**src/rtl/gfx_pkg.sv**
```systemverilog
`default_nettype none
// ============================================================================
// Module   : gfx_pkg
// Purpose  : Shared constants for the graphics ROM port scheduler: requester
//            indices, requester count and FSM state encoding.
// Revision : 1.0 - initial release
// ============================================================================
package gfx_pkg;

   // Requester population
   localparam int NUM_REQ = 4;
   localparam int REQ_W   = 2;

   // Requester indices
   localparam logic [REQ_W-1:0] REQ_TX  = 2'd0;
   localparam logic [REQ_W-1:0] REQ_FG  = 2'd1;
   localparam logic [REQ_W-1:0] REQ_BG  = 2'd2;
   localparam logic [REQ_W-1:0] REQ_SPR = 2'd3;

   // Scheduler FSM encoding
   typedef logic [1:0] state_t;
   localparam state_t ST_IDLE  = 2'd0;
   localparam state_t ST_ISSUE = 2'd1;
   localparam state_t ST_WAIT  = 2'd2;
   localparam state_t ST_DONE  = 2'd3;

endpackage
`default_nettype wire

```
**src/rtl/rr_arbiter4.sv**
```systemverilog
`default_nettype none
// ============================================================================
// Module   : rr_arbiter4
// Purpose  : Combinational four-way round-robin arbiter with a sprite
//            priority override (used during horizontal blank).
// Revision : 1.0 - initial release
// ============================================================================
module rr_arbiter4
   import gfx_pkg::*;
(
   input  logic [NUM_REQ-1:0] req,
   input  logic [REQ_W-1:0]   last,
   input  logic               prio,
   output logic [REQ_W-1:0]   grant_id,
   output logic               grant_valid
);

   // Sprite override first; otherwise the first requester after 'last' wins.
   // The scan runs from farthest to nearest so the nearest set bit is kept.
   always_comb begin
      grant_id    = '0;
      grant_valid = 1'b0;
      if (prio && req[REQ_SPR]) begin
         grant_id    = REQ_SPR;
         grant_valid = 1'b1;
      end else begin
         for (int i = NUM_REQ; i >= 1; i--) begin
            if (req[last + 2'(i)]) begin
               grant_id    = last + 2'(i);
               grant_valid = 1'b1;
            end
         end
      end
   end

endmodule
`default_nettype wire

```
**src/rtl/gfx_rom_scheduler.sv**
```systemverilog
`default_nettype none
// ============================================================================
// Module   : gfx_rom_scheduler
// Purpose  : Shares one graphics ROM read port between the text, fg, bg and
//            sprite fetchers. Sprite wins during hblank, otherwise the port
//            is granted round-robin. Each access is bounded by a timeout.
// Revision : 1.0 - initial release
// ============================================================================
module gfx_rom_scheduler
   import gfx_pkg::*;
#(
   parameter int ADDR_W  = 24,
   parameter int DATA_W  = 32,
   parameter int TIMEOUT = 63
) (
   input  logic                       clk,
   input  logic                       reset,
   input  logic                       hbl,
   input  logic [NUM_REQ-1:0]         req,
   input  logic [NUM_REQ*ADDR_W-1:0]  addr,
   output logic [NUM_REQ-1:0]         ack,
   output logic [DATA_W-1:0]          data,
   output logic [REQ_W-1:0]           grant_id,
   output logic                       busy,
   output logic                       rom_cs,
   output logic [ADDR_W-1:0]          rom_addr,
   input  logic [DATA_W-1:0]          rom_data,
   input  logic                       rom_valid,
   output logic                       timeout_err
);

   localparam int          CNT_W     = 6;
   localparam logic [CNT_W-1:0] TIMEOUT_C = CNT_W'(TIMEOUT);
   localparam logic [NUM_REQ-1:0] ONE_HOT0 = {{(NUM_REQ-1){1'b0}}, 1'b1};

   state_t               state_q, state_d;
   logic [REQ_W-1:0]     grant_id_q, grant_id_d;
   logic [REQ_W-1:0]     last_q, last_d;
   logic [ADDR_W-1:0]    rom_addr_q, rom_addr_d;
   logic                 rom_cs_q, rom_cs_d;
   logic [NUM_REQ-1:0]   ack_q, ack_d;
   logic [DATA_W-1:0]    data_q, data_d;
   logic [CNT_W-1:0]     cnt_q, cnt_d;
   logic                 timeout_err_q, timeout_err_d;

   logic [REQ_W-1:0]     arb_grant;
   logic                 arb_valid;
   logic [ADDR_W-1:0]    addr_arr [NUM_REQ];
   logic                 wait_hit;

   // Split the flattened address bus into one word per requester
   for (genvar n = 0; n < NUM_REQ; n++) begin : g_addr_unpack
      assign addr_arr[n] = addr[n*ADDR_W +: ADDR_W];
   end

   rr_arbiter4 u_arb (
      .req         (req),
      .last        (last_q),
      .prio        (hbl),
      .grant_id    (arb_grant),
      .grant_valid (arb_valid)
   );

   // A WAIT cycle ends on data or on counter expiry; data takes precedence
   assign wait_hit = rom_valid || (cnt_q == TIMEOUT_C);

   // State and datapath registers
   always_ff @(posedge clk) begin
      if (reset) begin
         state_q       <= ST_IDLE;
         grant_id_q    <= '0;
         last_q        <= REQ_SPR;
         rom_addr_q    <= '0;
         rom_cs_q      <= 1'b0;
         ack_q         <= '0;
         data_q        <= '0;
         cnt_q         <= '0;
         timeout_err_q <= 1'b0;
      end else begin
         state_q       <= state_d;
         grant_id_q    <= grant_id_d;
         last_q        <= last_d;
         rom_addr_q    <= rom_addr_d;
         rom_cs_q      <= rom_cs_d;
         ack_q         <= ack_d;
         data_q        <= data_d;
         cnt_q         <= cnt_d;
         timeout_err_q <= timeout_err_d;
      end
   end

   // Next-state logic
   always_comb begin
      state_d = state_q;
      case (state_q)
         ST_IDLE:  if (arb_valid) state_d = ST_ISSUE;
         ST_ISSUE: state_d = ST_WAIT;
         ST_WAIT:  if (wait_hit) state_d = ST_DONE;
         ST_DONE:  state_d = ST_IDLE;
         default:  state_d = ST_IDLE;
      endcase
   end

   // Registered output updates; ack defaults low so it pulses for one cycle
   always_comb begin
      grant_id_d    = grant_id_q;
      last_d        = last_q;
      rom_addr_d    = rom_addr_q;
      rom_cs_d      = rom_cs_q;
      ack_d         = '0;
      data_d        = data_q;
      cnt_d         = cnt_q;
      timeout_err_d = timeout_err_q;
      case (state_q)
         ST_IDLE: begin
            if (arb_valid) begin
               grant_id_d = arb_grant;
               rom_addr_d = addr_arr[arb_grant];
            end
         end
         ST_ISSUE: begin
            rom_cs_d = 1'b1;
            cnt_d    = '0;
         end
         ST_WAIT: begin
            cnt_d = cnt_q + 6'd1;
            if (wait_hit) begin
               rom_cs_d = 1'b0;
               ack_d    = ONE_HOT0 << grant_id_q;
               last_d   = grant_id_q;
               if (rom_valid) begin
                  data_d = rom_data;
               end else begin
                  data_d        = '0;
                  timeout_err_d = 1'b1;
               end
            end
         end
         default: begin
         end
      endcase
   end

   // Port drive; busy covers the cycles the ROM port is committed
   always_comb begin
      busy = (state_q == ST_ISSUE) || (state_q == ST_WAIT);
   end

   assign ack         = ack_q;
   assign data        = data_q;
   assign grant_id    = grant_id_q;
   assign rom_cs      = rom_cs_q;
   assign rom_addr    = rom_addr_q;
   assign timeout_err = timeout_err_q;

endmodule
`default_nettype wire

```
**config.mk**
```make
export PLATFORM = sky130hd
export DESIGN_NAME = gfx_rom_scheduler
export DESIGN_NICKNAME = d
export VERILOG_FILES = /design/src/rtl/gfx_pkg.sv /design/src/rtl/rr_arbiter4.sv /design/src/rtl/gfx_rom_scheduler.sv
export SDC_FILE = /design/constraint.sdc
export NUM_CORES = 1
export LEC_CHECK = 0
export ABC_AREA = 1
export CORE_ASPECT_RATIO = 0.8
export CORE_MARGIN = 5
export CORE_UTILIZATION = 43
export CTS_CLUSTER_DIAMETER = 80
export DETAILED_ROUTE_END_ITERATION = 10
export MAX_ROUTING_LAYER = met4
export PLACE_DENSITY = 0.86
export SLEW_MARGIN = 20
export SYNTH_ARGS = -nofsm -noshare
export SYNTH_HDL_FRONTEND = slang
export SYNTH_HIERARCHICAL = 1
export SYNTH_SLANG_ARGS = --single-unit
```
**constraint.sdc**
```tcl
create_clock -name clk -period 3.41 [get_ports clk]
set_input_delay 0.682 -clock clk [delete_from_list [all_inputs] [get_ports clk]]
set_output_delay 0.682 -clock clk [all_outputs]
set_load 0.03 [all_outputs]
```
# Word-level counts from Yosys, hierarchy flattened
# Index checks and enable logic that the tools add are counted.
# totals
register_bits	74
wordCells	68
output_inout_bits	65
input_bits	136
# op_classes
n_mux	28
order_cmp	5
n_reduce_logical	11
n_shift	1
eq_ne	6
n_addsub	4
bitwise_logic	4
# op_table
op	count
$bmux 24 s2	1
$mux 24	2
$mux 32	1
$mux 2	7
$lt 2x3->1 const B	4
$pmux 6 s2	1
$mux 1	10
$bmux 1 s2	4
$pmux 2 s4	1
$reduce_and 2->1	4
$add 6x1->6 const B	1
$eq 6x6->1 const B	1
$add 2x2->2 const B	2
$eq 2x2->1 const B	2
$ne 2x2->1 const B	2
$shl 1x2->4 const A	1
$ge 3x3->1 const B	1
$not 1->1	3
$not 2->3	1
$reduce_and 3->1	1
$reduce_or 3->1	1
$add 2x1->2 const B	1
$eq 2x1->1 const B	1
$logic_not 2->1	1
other kinds (4)	5

# Longest topological paths before layout
# depth
depth_word	11
mapped_depth	18
depth_no_buf	15

# Hierarchy
# The synthesis kept the hierarchy.
# modules_own_cells
module	instances	seq_area_each_um2	area_each_um2	cells_per_inst
gfx_rom_scheduler	1	1481.4	3587.2	527
rr_arbiter4	1	0.0	267.8	49

# Worst setup path before layout
# OpenSTA, ideal clock, no wires.
# synth_path
path_type	in2reg
start	input req[1]
end	register rom_addr_q[11] (netlist: rom_addr[11])
setup_ps	113
arrival_ps	1883
stages	16
slack_ps	1413
path_cell_list	inv_1 -> nand2_1 -> nand3_2 -> nand2_1 -> inv_1 -> nand2_2 -> nand3_1 -> nand3_1 -> buf_6 -> buf_6 -> nor2_1 -> nor2_1 -> o21ai_0 -> o21ai_1 -> o21ai_1 -> inv_1
# synth_via
elab_chain_len	11
elab_cells_between_ends	23
# synth_rtl
item	line	rtl
start, declared	gfx_rom_scheduler.sv:19	input logic [NUM_REQ-1:0] req,
$bmux 1 s2	rr_arbiter4.sv:28	if (req[last + 2'(i)]) begin
$mux 1 (not written as such)	rr_arbiter4.sv:28	
$mux 2 (3 in series)	rr_arbiter4.sv:28	
$mux 2 (*)	rr_arbiter4.sv:28	
$mux 2 (*)	rr_arbiter4.sv:23	if (prio && req[REQ_SPR]) begin
net arb_grant[0]	gfx_rom_scheduler.sv:46	logic [REQ_W-1:0] arb_grant;
$not 2->3 (not written as such) (*)	gfx_rom_scheduler.sv:118	rom_addr_d = addr_arr[arb_grant];
$bmux 24 s2 (*)	gfx_rom_scheduler.sv:118	
$mux 24 (not written as such) (*) (2 in series)	gfx_rom_scheduler.sv:118	
end signal, assigned	gfx_rom_scheduler.sv:83	rom_addr_q <= rom_addr_d;
end, declared	gfx_rom_scheduler.sv:39	logic [ADDR_W-1:0] rom_addr_q, rom_addr_d;
# Mark *: on every way through the listed nets, which the timed path passes. The rest lies on a longest branch. The select of a mux whose other input is x is not followed.
# A chain may end at the register's enable or synchronous reset.

# Worst setup path after layout
# layout_path
start	input req[3]
end	register rom_addr_q[0] (netlist: rom_addr[0])
# layout_via
elab_chain_len	11
elab_cells_between_ends	24
# layout_rtl
item	line
$bmux 1 s2	rr_arbiter4.sv:28
$mux 1 (not written as such)	rr_arbiter4.sv:28
$mux 2 (4 in series)	rr_arbiter4.sv:28
$mux 2 (*)	rr_arbiter4.sv:23
net arb_grant[0]	gfx_rom_scheduler.sv:46
$not 2->3 (not written as such) (*)	gfx_rom_scheduler.sv:118
$bmux 24 s2 (*)	gfx_rom_scheduler.sv:118
$mux 24 (not written as such) (*) (2 in series)	gfx_rom_scheduler.sv:118
# Marked as above.

==> qor.csv <==
metric,value,unit
status,"finished, final reports clean",
CP max-delay cell,clkdlybuf4s50_1,
share of layout cells above drive strength 1,0.0692,
switch share,0.435,
worst reg2reg path depth,15,
Initial DRT Pass Iterations,5,
DIE AREA,11000,um2
maximum vdd drop,0.000403,V
Flop pwr share,0.272,
max-slew violation count,0,
Worst Path Required,3.63,ns
CP bufs+invs,7,
Critical Path Sink Type,register,
pwr/cell area,748,nW/um2
Critical Path AT,2.94,ns
Hold Crit Endpoint,data[12],
CTS tree,done,
Final ANT Viol Nets,0,
Synth cell types,29,
Initial Util,0.447,
clock slew at reported path FFs,0.05,ns
post-route cell area,6120,um2
"CP delay by family, top",buffers and inverters,
HP Start,data[12],
Critical Path Source Type,input port,
post-CTS setup buffers,0,
busiest grt layer,met2,
Worst path max stage delay,0.56,ns
Post-CTS Hold Fix Bufs,0,
WL/cell,14.5,um
Syn Area/Cell,6.69,um2
leakage,2.77,nW
main area contributors after synthesis,"dfxtp_1 38%, nor2_1 12%, nand2_1 9.6%",
switching power,1.99,mW
met3 global-route usage,0.0737,
synthesized area,3850,um2
total grt overflow,0,
"Clk Latency, worst-skew pair",0.33,ns
sequential area share after synthesis,0.384,
Mapped Nets,716,
M1 GR Usage,0.284,
Synth Register Bits,74,
via count,4359,
# IOs,201,
Cell Rows,30,
Slew HR,0.482,
post-CTS sizing,0,
WS Path Type,input port to register,
Core ar.,8630,um2
die width,116,um
global-route wire length before repair,20000,um
minimum clock period,2.72,ns
ANT cells,0,
combinational power share,0.527,
GR Util met2,0.386,
top-area cell type share of the netlist area,0.384,
"Hold Vio Cnt, Final",0,
Inserted Clock Buffers,9,
"commonest cells after routing, fill and taps aside","200 x clkdlybuf4s50_1, 119 x nor2_1, 99 x nand2_1",
r2r endpoint,rom_addr[0],
chip height,94.7,um
pin count of the biggest net entering global routing,47,
Longest Clk Path Bufs,2,
post-route setup TNS,0,ns
Hold Path Depth,2,
worst hold path type,register to register,
Layout fillers,706,
max-cap viol count,0,
Vias/cell,4.96,
Int Pwr,2.58,mW
reg-to-reg setup timing slack,0.91,ns
root buf cell,clkbuf_16,
"area leader, netlist",dfxtp_1,
H-tree depth,3,
DP Area,5820,um2
CP Cell Sequence,clkdlybuf4s50_1 -> inv_1 -> nand2_1 -> nand3_1 -> nand2_1 -> inv_1 -> nand2_2 -> nand3_1 -> nand3_2 -> buf_4 -> inv_1 -> buf_4 -> o21ai_0 -> o21ai_0 -> o21ai_0 -> inv_1,
1st-iter DRT viols,377,
number of antenna violations at the first check in global routing,0,
fin crit share,0.798,
Mapped Cells,576,
CTS Sinks,74,
setup violators final,0,
PortBufs,200,
Worst Skew,0.00823,ns
RSZ-0062 raised after global routing,no,
"commonest non-fill, non-tap cell in the layout",clkdlybuf4s50_1,
maximum achievable frequency,0.367,GHz
Area Overhead vs Synth,58.7,%
Detail Placement HPWL,10000,um
warning count from the yosys run,6,
nets@finish,901,
crit-path most repeated cell,inv_1,
Clk pwr share,0.201,
worst r2r src,last_q[0],
DRC,0,
vias in the first global route,4245,
"critical path fanouts, max",23,
GRT Util Overall,0.235,
DRT Wirelength,12700,um
Final Wtd Congestion,0.929,
Slew @ Worst Pin,0.776,ns
-- cells by family (layout without fill, tap and decap cells) --
group / Yosys count / in the layout / synth area share
AOI/OAI and AO/OA: 118 / 118 / 0.160
adders and majority gates: 4 / 4 / 0.0130
and+or+nand+nor: 290 / 290 / 0.324
buffers and inverters: 90 / 280 / 0.118
DFF: 74 / 74 / 0.384
-- through the flow --
stage / cells / hold slack, ns / utilization / worst slack (ns) / total power, mW
after floorplan: 576 / 0.443 / - / 1.41 / 2.85
after global placement: 862 / 0.452 / 0.674 / 0.567 / 3.59
after detailed placement: 862 / 0.458 / 0.674 / 0.385 / 3.66
after CTS: 878 / 0.465 / 0.709 / 0.728 / 4.60
after global routing: 878 / 0.485 / 0.709 / 0.477 / 4.90
final: 878 / 0.463 / 0.709 / 0.688 / 4.57
-- final cells by class --
type / instances / area, um2 / area share
timing repair buffer: 208 / 2060 / 0.337
multi-input combinational: 412 / 1920 / 0.314
sequential: 74 / 1480 / 0.242
clock buffer: 10 / 229 / 0.0374
inverter: 56 / 218 / 0.0356
tap: 112 / 140 / 0.0229
clock inverter: 6 / 66.3 / 0.0108
-- routing by layer --
metal  up-vias  wire length (um)
li1       2215                 -
met1      1924              5320
met2       197              6020
met3        23              1180
met4         0               225
met5         -                 0
-- cells in the mapped netlist, drive strengths merged --
cell type,instances
nor2,122
nand2,114
o21ai,95
dfxtp,74
inv,56
nand3,49
buf,30
a21oi,14
o211ai,7
clkbuf,4
ha,4
nand4,2
nor3,2
a211oi,1
a21boi,1
and3,1
-- worst register-to-register path, delay by kind of cell (launching register included) --
kind	cells	cell delay (ns)
AO/OA/AOI/OAI	3	0.50
flip-flops	1	0.63
AND/OR/NAND/NOR	6	0.54
buffers and inverters	6	0.74
-- power groups by stage --
| stage | sequential, mW | clock [mW] | combinational (mW) |
|---|---|---|---|
| after floorplan | 1.63 | 0 | 1.22 |
| after global placement | 1.24 | 0 | 2.35 |
| after detailed placement | 1.25 | 0 | 2.40 |
| after CTS | 1.24 | 0.938 | 2.42 |
| after global routing | 1.27 | 0.981 | 2.65 |
| final | 1.24 | 0.919 | 2.41 |
-- sequential cells by signal, summed over array words and instances, names as in the netlist --
register / flops
ack: 4
cnt_q: 6
data: 32
grant_id: 2
last_q: 2
rom_addr: 24
rom_cs: 1
state_q: 2
timeout_err: 1
-- worst max-delay path by stage --
stage | cells after the start | slack (ns) | to | from
after floorplan | 16 | 1.41 | rom_addr[11] | req[1]
after global placement | 16 | 0.57 | rom_addr[19] | req[3]
after detailed placement | 16 | 0.39 | rom_addr[0] | req[3]
after CTS | 16 | 0.73 | rom_addr[0] | req[3]
after global routing | 14 | 0.48 | rom_addr[0] | req[3]
final | 16 | 0.69 | rom_addr[0] | req[3]
Note: power is estimated with default switching activity, not from simulation.
